$ cat src/rtl/gpio_wr_arb.sv
// gpio_wr_arb: round-robin arbiter serializing masked GPIO data/enable writes from several requesters.
// A grant captures the winner's write, issues it one cycle later, then enforces MinGap idle cycles.
module gpio_wr_arb #(
    parameter int NumReq = 4,
    parameter int Width  = 32,
    parameter int MinGap = 2
) (
    input  logic                    clk_i,
    input  logic                    rst_ni,
    input  logic [NumReq-1:0]       req_i,
    input  logic [NumReq-1:0]       sel_oe_i,
    input  logic [NumReq*Width-1:0] mask_i,
    input  logic [NumReq*Width-1:0] data_i,
    output logic [NumReq-1:0]       gnt_o,
    output logic                    out_we_o,
    output logic                    oe_we_o,
    output logic [Width-1:0]        wr_mask_o,
    output logic [Width-1:0]        wr_data_o,
    output logic                    busy_o
);
    localparam int PW = $clog2(NumReq);
    localparam logic [3:0] GapLoad = (MinGap > 0) ? 4'(MinGap - 1) : 4'd0;

    typedef enum logic [1:0] {IDLE, ISSUE, GAP} state_e;

    state_e            state_q, state_d;
    logic [PW-1:0]     ptr_q, ptr_d, win, kk;
    logic [PW:0]       k;
    logic [3:0]        cnt_q, cnt_d;
    logic              sel_q, sel_d, armed_q, found, grant, win_sel;
    logic [Width-1:0]  mask_q, mask_d, data_q, data_d, win_mask, win_data;
    logic [Width-1:0]  mask_a [NumReq];
    logic [Width-1:0]  data_a [NumReq];

    for (genvar g = 0; g < NumReq; g++) begin : g_split
        assign mask_a[g] = mask_i[g*Width +: Width];
        assign data_a[g] = data_i[g*Width +: Width];
    end

    // Scan upward from the pointer with wrap-around; first requester found wins.
    always_comb begin
        found    = 1'b0;
        win      = '0;
        win_sel  = 1'b0;
        win_mask = '0;
        win_data = '0;
        k        = '0;
        kk       = '0;
        for (int i = 0; i < NumReq; i++) begin
            k  = {1'b0, ptr_q} + (PW+1)'(i);
            kk = (k >= (PW+1)'(NumReq)) ? PW'(k - (PW+1)'(NumReq)) : PW'(k);
            if (!found && req_i[kk]) begin
                found    = 1'b1;
                win      = kk;
                win_sel  = sel_oe_i[kk];
                win_mask = mask_a[kk];
                win_data = data_a[kk];
            end
        end
    end

    // armed_q holds off grants until the first clock edge after reset release.
    assign grant = armed_q && (state_q == IDLE) && found;

    always_comb begin
        state_d = state_q;
        ptr_d   = ptr_q;
        cnt_d   = cnt_q;
        sel_d   = sel_q;
        mask_d  = mask_q;
        data_d  = data_q;
        if (grant) begin
            ptr_d = (win == PW'(NumReq - 1)) ? '0 : win + PW'(1);
            if (|win_mask) begin
                state_d = ISSUE;
                sel_d   = win_sel;
                mask_d  = win_mask;
                data_d  = win_data;
            end
        end else if (state_q == ISSUE) begin
            state_d = (MinGap > 0) ? GAP : IDLE;
            cnt_d   = GapLoad;
        end else if (state_q == GAP) begin
            state_d = (cnt_q == 4'd0) ? IDLE : GAP;
            cnt_d   = (cnt_q == 4'd0) ? 4'd0 : cnt_q - 4'd1;
        end
    end

    always_ff @(posedge clk_i or negedge rst_ni) begin
        if (!rst_ni) begin
            state_q <= IDLE;
            ptr_q   <= '0;
            cnt_q   <= '0;
            sel_q   <= 1'b0;
            mask_q  <= '0;
            data_q  <= '0;
            armed_q <= 1'b0;
        end else begin
            state_q <= state_d;
            ptr_q   <= ptr_d;
            cnt_q   <= cnt_d;
            sel_q   <= sel_d;
            mask_q  <= mask_d;
            data_q  <= data_d;
            armed_q <= 1'b1;
        end
    end

    assign gnt_o     = grant ? (NumReq'(1) << win) : '0;
    assign out_we_o  = (state_q == ISSUE) && !sel_q;
    assign oe_we_o   = (state_q == ISSUE) && sel_q;
    assign wr_mask_o = mask_q;
    assign wr_data_o = data_q;
    assign busy_o    = state_q != IDLE;
endmodule
$ cat config.mk
export PLATFORM = sky130hd
export DESIGN_NAME = gpio_wr_arb
export DESIGN_NICKNAME = d
export VERILOG_FILES = /design/src/rtl/gpio_wr_arb.sv
export SDC_FILE = /design/constraint.sdc
export NUM_CORES = 1
export LEC_CHECK = 0
export CAP_MARGIN = 30
export CORE_ASPECT_RATIO = 0.75
export CORE_MARGIN = 1.5
export CORE_UTILIZATION = 53
export CTS_BUF_LIST = sky130_fd_sc_hd__clkbuf_8
export DETAILED_ROUTE_END_ITERATION = 6
export PLACE_DENSITY_LB_ADDON = 0.12
export REMOVE_ABC_BUFFERS = 1
export SETUP_SLACK_MARGIN = 0.5
export SLEW_MARGIN = 40
export SYNTH_ARGS = -nofsm -noshare
export SYNTH_HDL_FRONTEND = slang
export SYNTH_SLANG_ARGS = --single-unit
$ cat constraint.sdc
create_clock -name clk_i -period 11.8 [get_ports clk_i]
set_clock_uncertainty 0.15 [all_clocks]
set_input_delay 2.95 -clock clk_i [delete_from_list [all_inputs] [get_ports clk_i]]
set_output_delay 2.95 -clock clk_i [all_outputs]
set_load 0.01 [all_outputs]
==> impl_metrics.xml <==
<?xml version="1.0" encoding="UTF-8"?>
<metrics>
  <group name="run_status">
    <metric name="outcome" unit="">finished, final reports clean</metric>
  </group>
  <group name="yosys">
    <metric name="syn-mean-instance-area" unit="sq um">8.44</metric>
    <metric name="syn-instance-count" unit="">1289</metric>
    <metric name="synth_flop_cell" unit="">dfrtp_1</metric>
    <metric name="synth-async-reset-ratio" unit="%">100</metric>
    <metric name="synth_sequential_area_ratio" unit="%">17.0</metric>
    <metric name="synth.distinct_cells" unit="">74</metric>
    <metric name="synth_edf_count" unit="">0</metric>
    <metric name="postSynthRegisterBits" unit="">74</metric>
    <metric name="syn_area" unit="sq um">10900</metric>
    <metric name="yosys_warnings" unit="">0</metric>
  </group>
  <group name="global_route">
    <metric name="grt.total_usage" unit="%">35.3</metric>
    <metric name="grt_first_pass_wirelength" unit="um">60900</metric>
    <metric name="pin_count_of_the_biggest_net_entering_global_routing" unit="">114</metric>
    <metric name="grt-ovfl-total" unit="">0</metric>
    <metric name="first_global_vias" unit="">11500</metric>
    <metric name="antenna_found_initial" unit="">0</metric>
  </group>
  <group name="cts">
    <metric name="path_clk_slew" unit="ps">90</metric>
    <metric name="ctsResizeCount" unit="">0</metric>
    <metric name="cts-htree-levels" unit="">3</metric>
    <metric name="number_of_sinks_driven_by_the_clock_tree" unit="">74</metric>
    <metric name="cts.hold.buffers_added" unit="">0</metric>
    <metric name="cts_post_setup_buffers_inserted" unit="">0</metric>
    <metric name="clock_tree.buffer_depth" unit="">2</metric>
    <metric name="cts_tree" unit="">built</metric>
    <metric name="clock_latency" unit="ps">380</metric>
    <metric name="cts_buffers" unit="">9</metric>
    <metric name="clk_root_buffer_cell" unit="">clkbuf_8</metric>
  </group>
  <group name="sta">
    <metric name="final_ws_setup" unit="ps">2980</metric>
    <metric name="timing.setup.tns" unit="ps">0</metric>
    <metric name="worst_slew_margin_rel" unit="%">42.9</metric>
    <metric name="fin_crit_sh" unit="%">74.8</metric>
    <metric name="setup_violations" unit="">0</metric>
    <metric name="period_minus_slack" unit="ps">8820</metric>
    <metric name="final_hold_viol_count" unit="">0</metric>
    <metric name="final_max_slew_viol_count" unit="">0</metric>
    <metric name="tightest_slew" unit="ps">854</metric>
    <metric name="grt_setup_unrepaired" unit="">false</metric>
    <metric name="timing.fmax" unit="MHz">113</metric>
  </group>
  <group name="routing">
    <metric name="dr.first_iter.drc_count" unit="">1623</metric>
    <metric name="route.antenna.remaining_nets" unit="">0</metric>
    <metric name="post_drt_via_cell_ratio" unit="">7.02</metric>
    <metric name="post-route-drc-count" unit="">0</metric>
    <metric name="via_count" unit="">12500</metric>
    <metric name="routed_wire_length_per_instance" unit="um">22.1</metric>
    <metric name="drt-total-wl" unit="um">39300</metric>
    <metric name="dr.pass1.iters" unit="">6</metric>
  </group>
  <group name="worst_setup_path">
    <metric name="start_kind" unit="">input pin</metric>
    <metric name="required" unit="ps">8700</metric>
    <metric name="timing.critical_path.fanout_max" unit="">23</metric>
    <metric name="critical_path.endpoint_type" unit="">output pin</metric>
    <metric name="path_class" unit="">input pin to output pin</metric>
    <metric name="worst-endpoint-arrival" unit="ps">5720</metric>
  </group>
  <group name="final_layout">
    <metric name="area_growth_from_synthesis_to_layout" unit="%">32.1</metric>
    <metric name="most_frequent_standard_cell_in_the_layout_excluding_fill_and_tap_cells" unit="">clkdlybuf4s50_1</metric>
    <metric name="post_route_cells_drive_above_1_share" unit="%">7.04</metric>
    <metric name="fin_cells" unit="">1779</metric>
    <metric name="finalCoreUtilization" unit="%">71.3</metric>
    <metric name="layout_cell_area_excl_fill" unit="sq um">14400</metric>
    <metric name="net_count_of_the_finished_layout" unit="">1790</metric>
    <metric name="final_cell_mix" unit="">clkdlybuf4s50_1, mux2i_1, a221oi_1, nor2_1, o221ai_1</metric>
  </group>
  <group name="power_and_ir_drop">
    <metric name="power_switching_share" unit="%">48.6</metric>
    <metric name="clock_power_share" unit="%">7.1</metric>
    <metric name="leakage" unit="nW">5.70</metric>
    <metric name="pwr-share-seq" unit="%">15.4</metric>
    <metric name="p_switching" unit="W">0.00157</metric>
    <metric name="p_int" unit="W">0.00166</metric>
    <metric name="power_frac_comb" unit="%">77.4</metric>
    <metric name="power_density" unit="nW/um^2">225</metric>
    <metric name="vdd_drop_max" unit="mV">0.162</metric>
  </group>
  <group name="die">
    <metric name="initial_cell_density_of_the_core" unit="%">54.0</metric>
    <metric name="die_width" unit="um">168</metric>
    <metric name="num_io_pins" unit="">337</metric>
    <metric name="core_area" unit="sq um">20200</metric>
    <metric name="rows" unit="">45</metric>
    <metric name="chipHeight" unit="um">127</metric>
    <metric name="die-area" unit="sq um">21400</metric>
  </group>
  <group name="flow_run">
    <metric name="maxCapViolCount" unit="">0</metric>
  </group>
  <group name="placement">
    <metric name="placement.setup.worst_slack" unit="ps">2990</metric>
    <metric name="dpl-instance-area" unit="sq um">14100</metric>
    <metric name="dp.final_hpwl" unit="um">27100</metric>
    <metric name="dpl.cell_count" unit="">1763</metric>
    <metric name="gp_congestion" unit="">0.929</metric>
    <metric name="place.port_buffers" unit="">336</metric>
  </group>
  <group name="min_path">
    <metric name="kind_of_path_behind_the_tightest_hold_check" unit="">register to register</metric>
  </group>
</metrics>
[area by class of cell]
class	instances	area (sq um)
Sequential cell	74	1860
Fill cell	1638	5790
Tap cell	258	323
Inverter	53	199
Timing Repair Buffer	361	3640
Clock inverter	6	83.8
Antenna cell	1	2.50
Clock buffer	9	124
Multi-Input combinational cell	1017	8140
[cell families after synthesis]
| kind of cell | Yosys count | synth area share (%) |
|---|---|---|
| AOI/OAI and AO/OA | 445 | 32.2 |
| muxes | 312 | 30.4 |
| and+or+nand+nor | 251 | 11.0 |
| buffers and inverters | 198 | 8.41 |
| DFF | 74 | 17.0 |
| adders and majority gates | 8 | 0.920 |
| other | 1 | 0.0345 |
[power by group through the flow]
stage               logic (W)  clock network (W)  registers [W]
floorplan             0.00194                  0       0.000720
global placement      0.00239                  0       0.000497
detailed placement    0.00246                  0       0.000496
CTS                   0.00247           0.000233       0.000495
global route          0.00270           0.000243       0.000514
finish                0.00250           0.000230       0.000498
[state kept, by name (all words and copies together) (netlist names)]
signal and count:
armed_q 1, cnt_q 4, ptr_q 2, sel_q 1, state_q 2, wr_data_o 32, wr_mask_o 32
[per-stage QoR]
step | hold WS, ps | power (W)
after global placement | 320 | 0.00288
after detailed placement | 323 | 0.00295
after CTS | 347 | 0.00320
after floorplan | 341 | 0.00266
after global routing | 372 | 0.00345
final | 347 | 0.00323
[Yosys cell counts, drive strengths merged (5+ instances only)]
| master | n | area (sq um) |
|---|---|---|
| o211ai | 17 | 128 |
| mux2i | 250 | 2510 |
| nand3 | 11 | 55.1 |
| a32oi | 10 | 87.6 |
| nor3 | 7 | 35.0 |
| a211oi | 11 | 87.6 |
| a221oi | 144 | 1260 |
| nand2 | 61 | 229 |
| o2bb2ai | 10 | 87.6 |
| and2 | 10 | 62.6 |
| nand3b | 5 | 37.5 |
| inv | 53 | 199 |
| a21oi | 35 | 175 |
| nor2 | 104 | 398 |
| o22ai | 40 | 250 |
| clkbuf | 81 | 304 |
| nor2b | 7 | 43.8 |
| dfrtp | 74 | 1850 |
| a221o | 9 | 90.1 |
| mux4 | 8 | 180 |
| mux2 | 54 | 608 |
| ha | 8 | 100 |
| o221ai | 75 | 657 |
| o2111ai | 6 | 52.6 |
| o21ai | 41 | 209 |
| nor4 | 5 | 31.3 |
| nand4 | 12 | 75.1 |
| buf | 64 | 412 |
| a21o | 7 | 52.6 |
[critical path: stages]
cell	delay [ps]
clkdlybuf4s50_1	840
mux2i_4	410
nor2_1	90
nor3_1	290
and2_1	250
inv_1	90
ha_1	190
and2_1	130
clkdlybuf4s50_1	480
[layer usage]
layer	vias to the layer above	share of wire, %	wire length, um	GRT usage (%)
met5	-	0	0	0
met4	0	3.4	1350	14.5
met3	109	12	4680	6.29
met2	852	44	17200	53.8
met1	5870	41	16000	49.2
li1	5663	-	-	-
[worst paths after layout]
check                      slack [ps]  depth (start not counted)    startpoint             to
setup / recovery                 2980                          9      req_i[2]       gnt_o[0]
hold / removal                    350                          1  wr_mask_o[3]   wr_mask_o[3]
setup reg to reg                 5780                         12      ptr_q[0]  wr_mask_o[20]
hold reg to reg                   350                          1  wr_mask_o[3]   wr_mask_o[3]
max in group asynchronous        8510                          1        rst_ni       ptr_q[0]
min in group asynchronous        2450                          1        rst_ni  wr_mask_o[30]
(Power assumes the default switching activity.)
